[src/rtl/mux4_rr_arbiter.sv]
// Round-robin arbiter driving the select of a shared 4:1 datapath mux, with a registered one-hot grant.
// Define MUX4_ARB_HOLD_LIMIT_EN to force release after MAX_HOLD consecutive cycles.
module mux4_rr_arbiter #(
   parameter int MAX_HOLD = 8
) (
   input  logic       clk,
   input  logic       rst_n,
   input  logic [3:0] req,
   output logic [3:0] gnt,
   output logic [1:0] sel,
   output logic       busy
);

   typedef enum logic {IDLE, GRANT} state_t;

   state_t     state_q, state_d;
   logic [1:0] cur_q, cur_d;
   logic [1:0] ptr_q, ptr_d;
   logic [3:0] gnt_q, gnt_d;

   // Winner is the first requesting index in the order start, start+1, start+2, start+3 (mod 4).
   function automatic logic [1:0] rr_pick(input logic [3:0] r, input logic [1:0] start);
      logic [1:0] idx;
      rr_pick = start;
      for (int i = 3; i >= 0; i--) begin
         idx = start + 2'(i);
         if (r[idx]) rr_pick = idx;
      end
   endfunction

   logic [1:0] win;
   logic [1:0] search_start;
   logic       release_now;

`ifdef MUX4_ARB_HOLD_LIMIT_EN
   localparam int CW = $clog2(MAX_HOLD + 1);
   logic [CW-1:0] cnt_q, cnt_d;
   logic          hold_expired;
   assign hold_expired = (cnt_q == CW'(MAX_HOLD));
`else
   logic          hold_expired;
   assign hold_expired = 1'b0;
`endif

   assign release_now  = !req[cur_q] || hold_expired;
   assign search_start = (state_q == IDLE) ? ptr_q : cur_q + 2'd1;
   assign win          = rr_pick(req, search_start);

   always_comb begin
      // NOTE: every signal gets its default before any branch, so no path can leave one unassigned and infer a latch.
      state_d = state_q;
      cur_d   = cur_q;
      ptr_d   = ptr_q;
      gnt_d   = gnt_q;
`ifdef MUX4_ARB_HOLD_LIMIT_EN
      cnt_d   = cnt_q;
`endif
      unique case (state_q)
         IDLE: begin
            if (req != 4'b0000) begin
               state_d = GRANT;
               cur_d   = win;
               gnt_d   = 4'b0001 << win;
`ifdef MUX4_ARB_HOLD_LIMIT_EN
               cnt_d   = CW'(1);
`endif
            end
         end
         GRANT: begin
            if (!release_now) begin
`ifdef MUX4_ARB_HOLD_LIMIT_EN
               if (!hold_expired) cnt_d = cnt_q + CW'(1);
`endif
            end else if (req != 4'b0000) begin
               // The old holder sits last in the search order, so it only wins again if nobody else asks.
               cur_d = win;
               gnt_d = 4'b0001 << win;
`ifdef MUX4_ARB_HOLD_LIMIT_EN
               cnt_d = CW'(1);
`endif
            end else begin
               state_d = IDLE;
               gnt_d   = 4'b0000;
               ptr_d   = cur_q + 2'd1;
            end
         end
         default: state_d = IDLE;
      endcase
   end

   always_ff @(posedge clk or negedge rst_n) begin
      if (!rst_n) begin
         state_q <= IDLE;
         cur_q   <= 2'd0;
         ptr_q   <= 2'd0;
         gnt_q   <= 4'b0000;
`ifdef MUX4_ARB_HOLD_LIMIT_EN
         cnt_q   <= '0;
`endif
      end else begin
         // NOTE: non-blocking assignments make every register update from pre-edge values, matching hardware.
         state_q <= state_d;
         cur_q   <= cur_d;
         ptr_q   <= ptr_d;
         gnt_q   <= gnt_d;
`ifdef MUX4_ARB_HOLD_LIMIT_EN
         cnt_q   <= cnt_d;
`endif
      end
   end

   assign gnt  = gnt_q;
   assign sel  = cur_q;
   assign busy = |gnt_q;

endmodule

[config.mk]
export PLATFORM = sky130hd
export DESIGN_NAME = mux4_rr_arbiter
export DESIGN_NICKNAME = d
export VERILOG_FILES = /design/src/rtl/mux4_rr_arbiter.sv
export SDC_FILE = /design/constraint.sdc
export NUM_CORES = 1
export LEC_CHECK = 0
export CAP_MARGIN = 20
export CORE_AREA = 8 8 45 47
export CTS_BUF_LIST = sky130_fd_sc_hd__clkbuf_8
export CTS_CLUSTER_DIAMETER = 100
export DETAILED_ROUTE_END_ITERATION = 12
export DIE_AREA = 0 0 53 55
export PLACE_DENSITY = 0.74
export SYNTH_ARGS = -nofsm -noshare
export SYNTH_HDL_FRONTEND = slang
export SYNTH_SLANG_ARGS = --single-unit
[constraint.sdc]
create_clock -name clk -period 1.6 [get_ports clk]
set_input_delay 0.16 -clock clk [delete_from_list [all_inputs] [get_ports clk]]
set_output_delay 0.16 -clock clk [all_outputs]
set_load 0.01 [all_outputs]
[Word-level counts from Yosys, hierarchy flattened]
Cells that the tools add are included.
Word-level totals
  bits of input ports: 6
  output and inout bits: 7
  bits in registers: 9
  RAM bits: 0
  memories: 0
  ROM bits: 0
  bits in latches: 0
Operators by class
  muxes and demuxes: 25
  equal/unequal tests: 2
  $mul: 0
  div/mod/pow operators: 0
  add/subtract/negate cells: 4
  reduce and logical (&&, ||, !) cells: 4
  bitwise logic cells: 3
  shift-type cells: 1
  order comparisons: 5
Operators by type and width (number)
  2-bit by 3-bit less-than comparator with 1-bit output, second input constant: 5
  2-bit 2-to-1 mux: 7
  4-bit 2-to-1 mux: 3
  1-bit binary-select mux with 2-bit select: 5
  4-bit case mux with 2 select lines: 1
  1-bit 2-to-1 mux: 7
  2-bit by 1-bit adder with 2-bit output, second input constant: 2
  2-bit adder, second input constant: 2
  2-bit case mux with 2 select lines: 1
  4-bit nonzero test: 1
  4-bit OR reduction: 1
  1-bit by 2-bit << shifter with 4-bit output, first input constant: 1
  1-bit NOT: 3
  3-bit AND reduction: 1
  2-bit by 1-bit != test with 1-bit output, second input constant: 1
  2-bit != test, second input constant: 1
  1-bit case mux with 2 select lines: 1
  2-bit AND reduction: 1

[Longest topological paths before layout]
  depth after elaboration: 13
  gate-level depth with buffers: 6
  mapped depth without buffers: 5

[Worst setup path after synthesis]
OpenSTA, ideal clock, no wires.
  path type: register to register
  from: register cur_q[0] (netlist: sel[0])
  to: register cur_q[1] (netlist: sel[1])
  stages on the path, launching flop included: 5
  period minus slack after synthesis: 1.794 ns
  setup slack: -0.194 ns
  required time: 1.475 ns
  data arrival time: 1.670 ns
  path through: dfrtp_1 -> buf_4 -> mux4_1 -> a21oi_1 -> mux2_2
On the way
  word-level cells in the longest chain between the ends: 12
Ends and longest elaborated chain
  start: declaration: RTL line 17  | logic [1:0] cur_q, cur_d;
  start signal: assignment: RTL line 103  | cur_q <= cur_d;
  2-bit by 1-bit adder with 2-bit output: RTL line 46  | assign search_start = (state_q == IDLE) ? ptr_q : cur_q + 2'd1;
  2-bit 2-to-1 mux: RTL line 46
  2-bit adder: RTL line 26  | idx = start + 2'(i);
  1-bit binary-select mux with 2-bit select: RTL line 27  | if (r[idx]) rr_pick = idx;
  1-bit 2-to-1 mux (not written as such): RTL line 27
  2-bit 2-to-1 mux (4 in series): RTL line 27
  2-bit 2-to-1 mux: RTL line 60, 74
  2-bit 2-to-1 mux: RTL line 70  | if (!release_now) begin
  2-bit case mux with 2 select lines: RTL line 58  | unique case (state_q)
Parallel ways exist; a longest one is shown, timed or not. The select of a mux whose other input is x is not followed.
A chain may end at the register's enable or synchronous reset.

[Worst setup path after layout]
  from: register cur_q[0] (netlist: sel[0])
  to: register gnt_q[2] (netlist: gnt[2])
On the way
  word-level cells in the longest chain between the ends: 13
Ends and longest elaborated chain
  2-bit by 1-bit adder with 2-bit output: RTL line 46
  2-bit 2-to-1 mux: RTL line 46
  2-bit adder: RTL line 26
  1-bit binary-select mux with 2-bit select: RTL line 27
  1-bit 2-to-1 mux (not written as such): RTL line 27
  2-bit 2-to-1 mux (4 in series): RTL line 27
  1-bit by 2-bit << shifter with 4-bit output: RTL line 63, 77
  4-bit 2-to-1 mux: RTL line 74  | end else if (req != 4'b0000) begin
  4-bit 2-to-1 mux: RTL line 70
  4-bit case mux with 2 select lines: RTL line 58
  end signal: assignment: RTL line 105  | gnt_q <= gnt_d;
  end: declaration: RTL line 19  | logic [3:0] gnt_q, gnt_d;
Parallel ways exist; a longest one is shown, timed or not. The select of a mux whose other input is x is not followed.

==> metrics.log <==
INFO  metric path_clk_slew = 0.05 ns
INFO  metric critical_path.startpoint = sel[0]$_DFFE_PN0P_
INFO  metric setup.worst_path.end_class = flip-flop
INFO  metric drt_first_iter_violations = 14
INFO  metric n_antenna_cell = 0
INFO  metric synth.net_count = 68
INFO  metric timing.critical_path.required = 1.72 ns
INFO  metric max_freq = 0.5486 GHz
INFO  metric maxCapViolations = 0
INFO  metric min-delay-path-class = primary input to asynchronous set/reset pin
INFO  metric synth-seq-area-share = 38.63%
INFO  metric p_sw_share = 36.23%
INFO  metric totalWireLength = 1798 microns
INFO  metric seqPwrFrac = 22.2%
INFO  metric area_growth_syn_to_layout = 63.09%
INFO  metric timing.critical_path.arrival = 1.94 ns
INFO  metric synth_edf_count = 0
INFO  metric vias_in_the_first_global_route = 579
INFO  metric ys_seq_elements = 9
INFO  metric crit_type = flip-flop to flip-flop
INFO  metric synth_largest_area_cell = sky130_fd_sc_hd__dfrtp_1
INFO  metric grt_util_all_layers = 12.09%
INFO  metric cpPeakStageDelay = 0.42 ns
INFO  metric crit_chain = buf_12, xnor2_4, mux2_4, a222oi_1, buf_4, nor2_2, a22o_1
INFO  metric grt_first_pass_wirelength = 2594 microns
INFO  metric fin_ws = -0.2229 ns
INFO  metric timing.final.hold_violations = 0
INFO  metric design.final.nets = 102
INFO  metric clock_latency = 0.23 ns
INFO  metric synth.lib_cells_used.distinct = 32
INFO  metric placement.io_buffers = 12
INFO  metric violations = negative setup slack
INFO  metric power-per-cell-area = 1951 mW/mm^2
INFO  metric overflow = 0
INFO  metric clock_path_buffers = 2
INFO  metric critical_path_launch_point_type = flip-flop
INFO  metric cellInternalPower = 1183 uW
INFO  metric drive_gt1_share = 36.84%
INFO  metric grt_start_max_net_pins = 10
INFO  metric post_layout_nonfiller_instances = 111
INFO  metric finalPower = 1855 uW
INFO  metric routed_wire_length_per_instance = 16.20 microns
INFO  metric synth.cell_area = 583.1 sq um
INFO  metric total_leakage_power = 0.0004212 uW
INFO  metric ys.flop_type = sky130_fd_sc_hd__dfrtp_1
INFO  metric drv_slew = 0
INFO  metric slew_headroom = 73.36%
INFO  metric cts_sinks = 9
INFO  metric detailroute.via_count = 616
INFO  metric nFillCells = 103
INFO  metric postSynthCellCount = 62
INFO  metric reg2reg_slack = -0.22 ns
INFO  metric grt_use_met1 = 12.81%
INFO  metric drcViolationCount = 0
INFO  metric synth_most_common_cell = sky130_fd_sc_hd__nand2_1
INFO  metric worst_slew_pin_slew = 0.3984 ns
INFO  metric grt_antenna_before_repair = 0
INFO  metric cp_slowest_cell = sky130_fd_sc_hd__dfrtp_2
INFO  metric period_share = 113.9%
INFO  metric most_area_consuming_cells_after_synthesis = sky130_fd_sc_hd__dfrtp_1 39%, sky130_fd_sc_hd__nand2_1 7.7%, sky130_fd_sc_hd__mux4_1 4.5%, sky130_fd_sc_hd__o21ai_0 4.3%, sky130_fd_sc_hd__a211oi_4 3.4%
INFO  metric boundaryPins = 13
INFO  metric placementRows = 14
INFO  metric global_route.usage.met2 = 21.29%
INFO  metric reg_to_reg_startpoint = sel[0]$_DFFE_PN0P_
INFO  metric design.core.area = 0.001384 sq mm
INFO  metric period_minus_slack = 1.823 ns
INFO  metric max-vdd-ir-drop = 1.254 mV
INFO  metric htreeDepth = 1
INFO  metric finalWeightedCongestion = 0.8648
INFO  metric synth-async-reset-ratio = 100.0%
INFO  metric tritoncts = yes
INFO  metric routed_via_density = 5.550
INFO  metric portion_of_total_power_attributed_to_combinational_logic = 64.0%
INFO  metric setup_repair_after_global_routing_missed_its_margin = yes
INFO  metric status = complete, but fails checks
INFO  metric synth.yosys.warnings = 0
INFO  metric grt_most_used_layer = met2
INFO  metric power.share.clock = 13.9%
INFO  metric die_width = 53 microns
INFO  metric tritoncts.num_buffers = 3
INFO  metric floorplan.die_area = 0.002915 sq mm
INFO  metric synthDominantCellAreaShare = 38.63%
INFO  metric worst_clock_skew = 0.003851 ns
INFO  metric avgSynthCellArea = 9.404 sq um
INFO  metric p_switching = 672.2 uW
INFO  metric root_buffer = sky130_fd_sc_hd__clkbuf_8
INFO  metric cts-hold-fix-buffers = 0
INFO  metric dp_hpwl = 1244 microns
INFO  metric drt_pre_antenna_iters = 5
INFO  metric chipHeight = 55 microns
INFO  metric numPlacedInstances = 103
INFO  metric highest_fanout_seen_on_the_critical_path = 6
INFO  metric met3_usage = 3.743%
INFO  metric report.final.setup_viol = 6
INFO  metric initial_core_util = 42.13%
INFO  metric post_synth_most_frequent_cells = 12 x sky130_fd_sc_hd__nand2_1, 9 x sky130_fd_sc_hd__dfrtp_1, 5 x sky130_fd_sc_hd__o21ai_0, 3 x sky130_fd_sc_hd__a21oi_1, 3 x sky130_fd_sc_hd__nand2b_1
INFO  metric final_antenna_net_count = 0
## critical path: cells and delay by family (launching register included)
kind / cells / cell delay [ns]
compound gates: 2 / 0.51
flops: 1 / 0.42
buf+inv: 2 / 0.35
mux: 1 / 0.27
xor+xnor: 1 / 0.11
simple gates: 1 / 0.03
## flip-flops by register name (all words and copies together), names as in the netlist
name and cells:
gnt 4, ptr_q 2, state_q 1, sel 2
## cell type report
type / instances / area [sq um] / area share (%)
clock buffers: 3 / 41.29 / 4.342
clock inverters: 1 / 3.754 / 0.3947
inverters: 2 / 7.507 / 0.7895
multi-input cells: 49 / 375.4 / 39.47
flip-flops and latches: 9 / 227.7 / 23.95
well taps: 16 / 20.02 / 2.105
repair buffers: 31 / 275.3 / 28.95
## path summary, 6_finish.rpt
path / endpoint / cells after the start
worst max-delay path: gnt[2]$_DFFE_PN0P_ / 7
worst min-delay path: gnt[3]$_DFFE_PN0P_ / 1
worst max register to register: gnt[2]$_DFFE_PN0P_ / 7
worst min register to register: gnt[1]$_DFFE_PN0P_ / 2
max in group asynchronous: sel[0]$_DFFE_PN0P_ / 1
min in group clk: gnt[1]$_DFFE_PN0P_ / 2
## kinds of logic after synthesis
group,after synthesis,share of synthesized area [%]
DFF,9,38.63
muxes,3,9.013
and+or+nand+nor,25,21.46
AOI/OAI and AO/OA,19,24.04
buffers and inverters,4,3.434
adders and majority gates,1,1.931
xor gates and xnor gates,1,1.502
## power by group through the flow
| stage | registers, uW | logic [uW] | clock network (uW) |
|---|---|---|---|
| CTS | 412 | 1060 | 262 |
| floorplan | 420 | 515 | 0 |
| detailed placement | 402 | 1020 | 0 |
| finish | 411 | 1190 | 257 |
| global route | 425 | 1270 | 277 |
| global placement | 405 | 994 | 0 |
## per-stage QoR
| stage | worst slack (ns) | utilization (%) | instance area, sq um | hold slack (ns) | setup TNS [ns] |
|---|---|---|---|---|---|
| 3_5_place_dp | -0.3348 | 61.21 | 847.1 | 0.4843 | -1.684 |
| 2_1_floorplan | -0.1374 | - | 598.1 | -0.1356 | -0.6130 |
| 4_1_cts | -0.2246 | 65.64 | 908.4 | 0.2366 | -1.112 |
| 6_report | -0.2229 | 68.72 | 950.9 | 0.2211 | -1.079 |
| 5_1_grt | -0.3039 | 68.72 | 950.9 | 0.2425 | -1.461 |
| 3_3_place_gp | -0.3036 | 61.21 | 847.1 | 0.4845 | -1.445 |
## layer usage
layer  wire (microns)  up-vias
li1                 -      296
met1              749      302
met2              927       14
met3               88        4
met4               33        0
met5                0        -
## layout by cell type (no fill, tap or decap)
cell type | netlist | final
sky130_fd_sc_hd__a211oi_4 | 1 | 1
sky130_fd_sc_hd__mux2_4 | 1 | 2
sky130_fd_sc_hd__clkdlybuf4s50_1 | 0 | 11
sky130_fd_sc_hd__a22o_1 | 1 | 1
sky130_fd_sc_hd__a222oi_1 | 1 | 1
sky130_fd_sc_hd__dfrtp_2 | 0 | 2
sky130_fd_sc_hd__nand2_1 | 12 | 10
sky130_fd_sc_hd__a311oi_1 | 1 | 1
sky130_fd_sc_hd__inv_1 | 2 | 3
sky130_fd_sc_hd__buf_4 | 1 | 18
sky130_fd_sc_hd__buf_12 | 0 | 1
sky130_fd_sc_hd__nand2_2 | 0 | 2
sky130_fd_sc_hd__mux4_1 | 1 | 1
sky130_fd_sc_hd__nor2b_1 | 1 | 1
sky130_fd_sc_hd__a21oi_1 | 3 | 1
sky130_fd_sc_hd__xnor2_4 | 0 | 1
sky130_fd_sc_hd__or2_2 | 1 | 1
sky130_fd_sc_hd__nand2b_1 | 3 | 3
sky130_fd_sc_hd__o31ai_1 | 1 | 1
sky130_fd_sc_hd__or4_1 | 1 | 1
sky130_fd_sc_hd__or2b_1 | 1 | 1
sky130_fd_sc_hd__a31o_1 | 1 | 1
sky130_fd_sc_hd__a21o_1 | 1 | 1
sky130_fd_sc_hd__nand3_1 | 1 | 1
sky130_fd_sc_hd__clkdlybuf4s15_1 | 0 | 1
sky130_fd_sc_hd__clkbuf_8 | 0 | 3
sky130_fd_sc_hd__o21ai_0 | 5 | 4
sky130_fd_sc_hd__a21oi_2 | 0 | 2
sky130_fd_sc_hd__dfrtp_1 | 9 | 7
sky130_fd_sc_hd__maj3_2 | 1 | 1
sky130_fd_sc_hd__a31oi_1 | 1 | 1
sky130_fd_sc_hd__nor2_2 | 0 | 1
sky130_fd_sc_hd__nor2_1 | 2 | 1
sky130_fd_sc_hd__o211ai_1 | 1 | 1
sky130_fd_sc_hd__o21ai_1 | 1 | 2
sky130_fd_sc_hd__nand3b_1 | 2 | 2
sky130_fd_sc_hd__nor4_1 | 1 | 1
sky130_fd_sc_hd__a32o_1 | 1 | 1
## repair_timing
action,CTS,global route
buffers inserted,0,4
setup endpoints to repair,7,8
gates resized for setup,5,6
pin swaps,2,3
No activity file was read; power rests on OpenSTA's default activity.
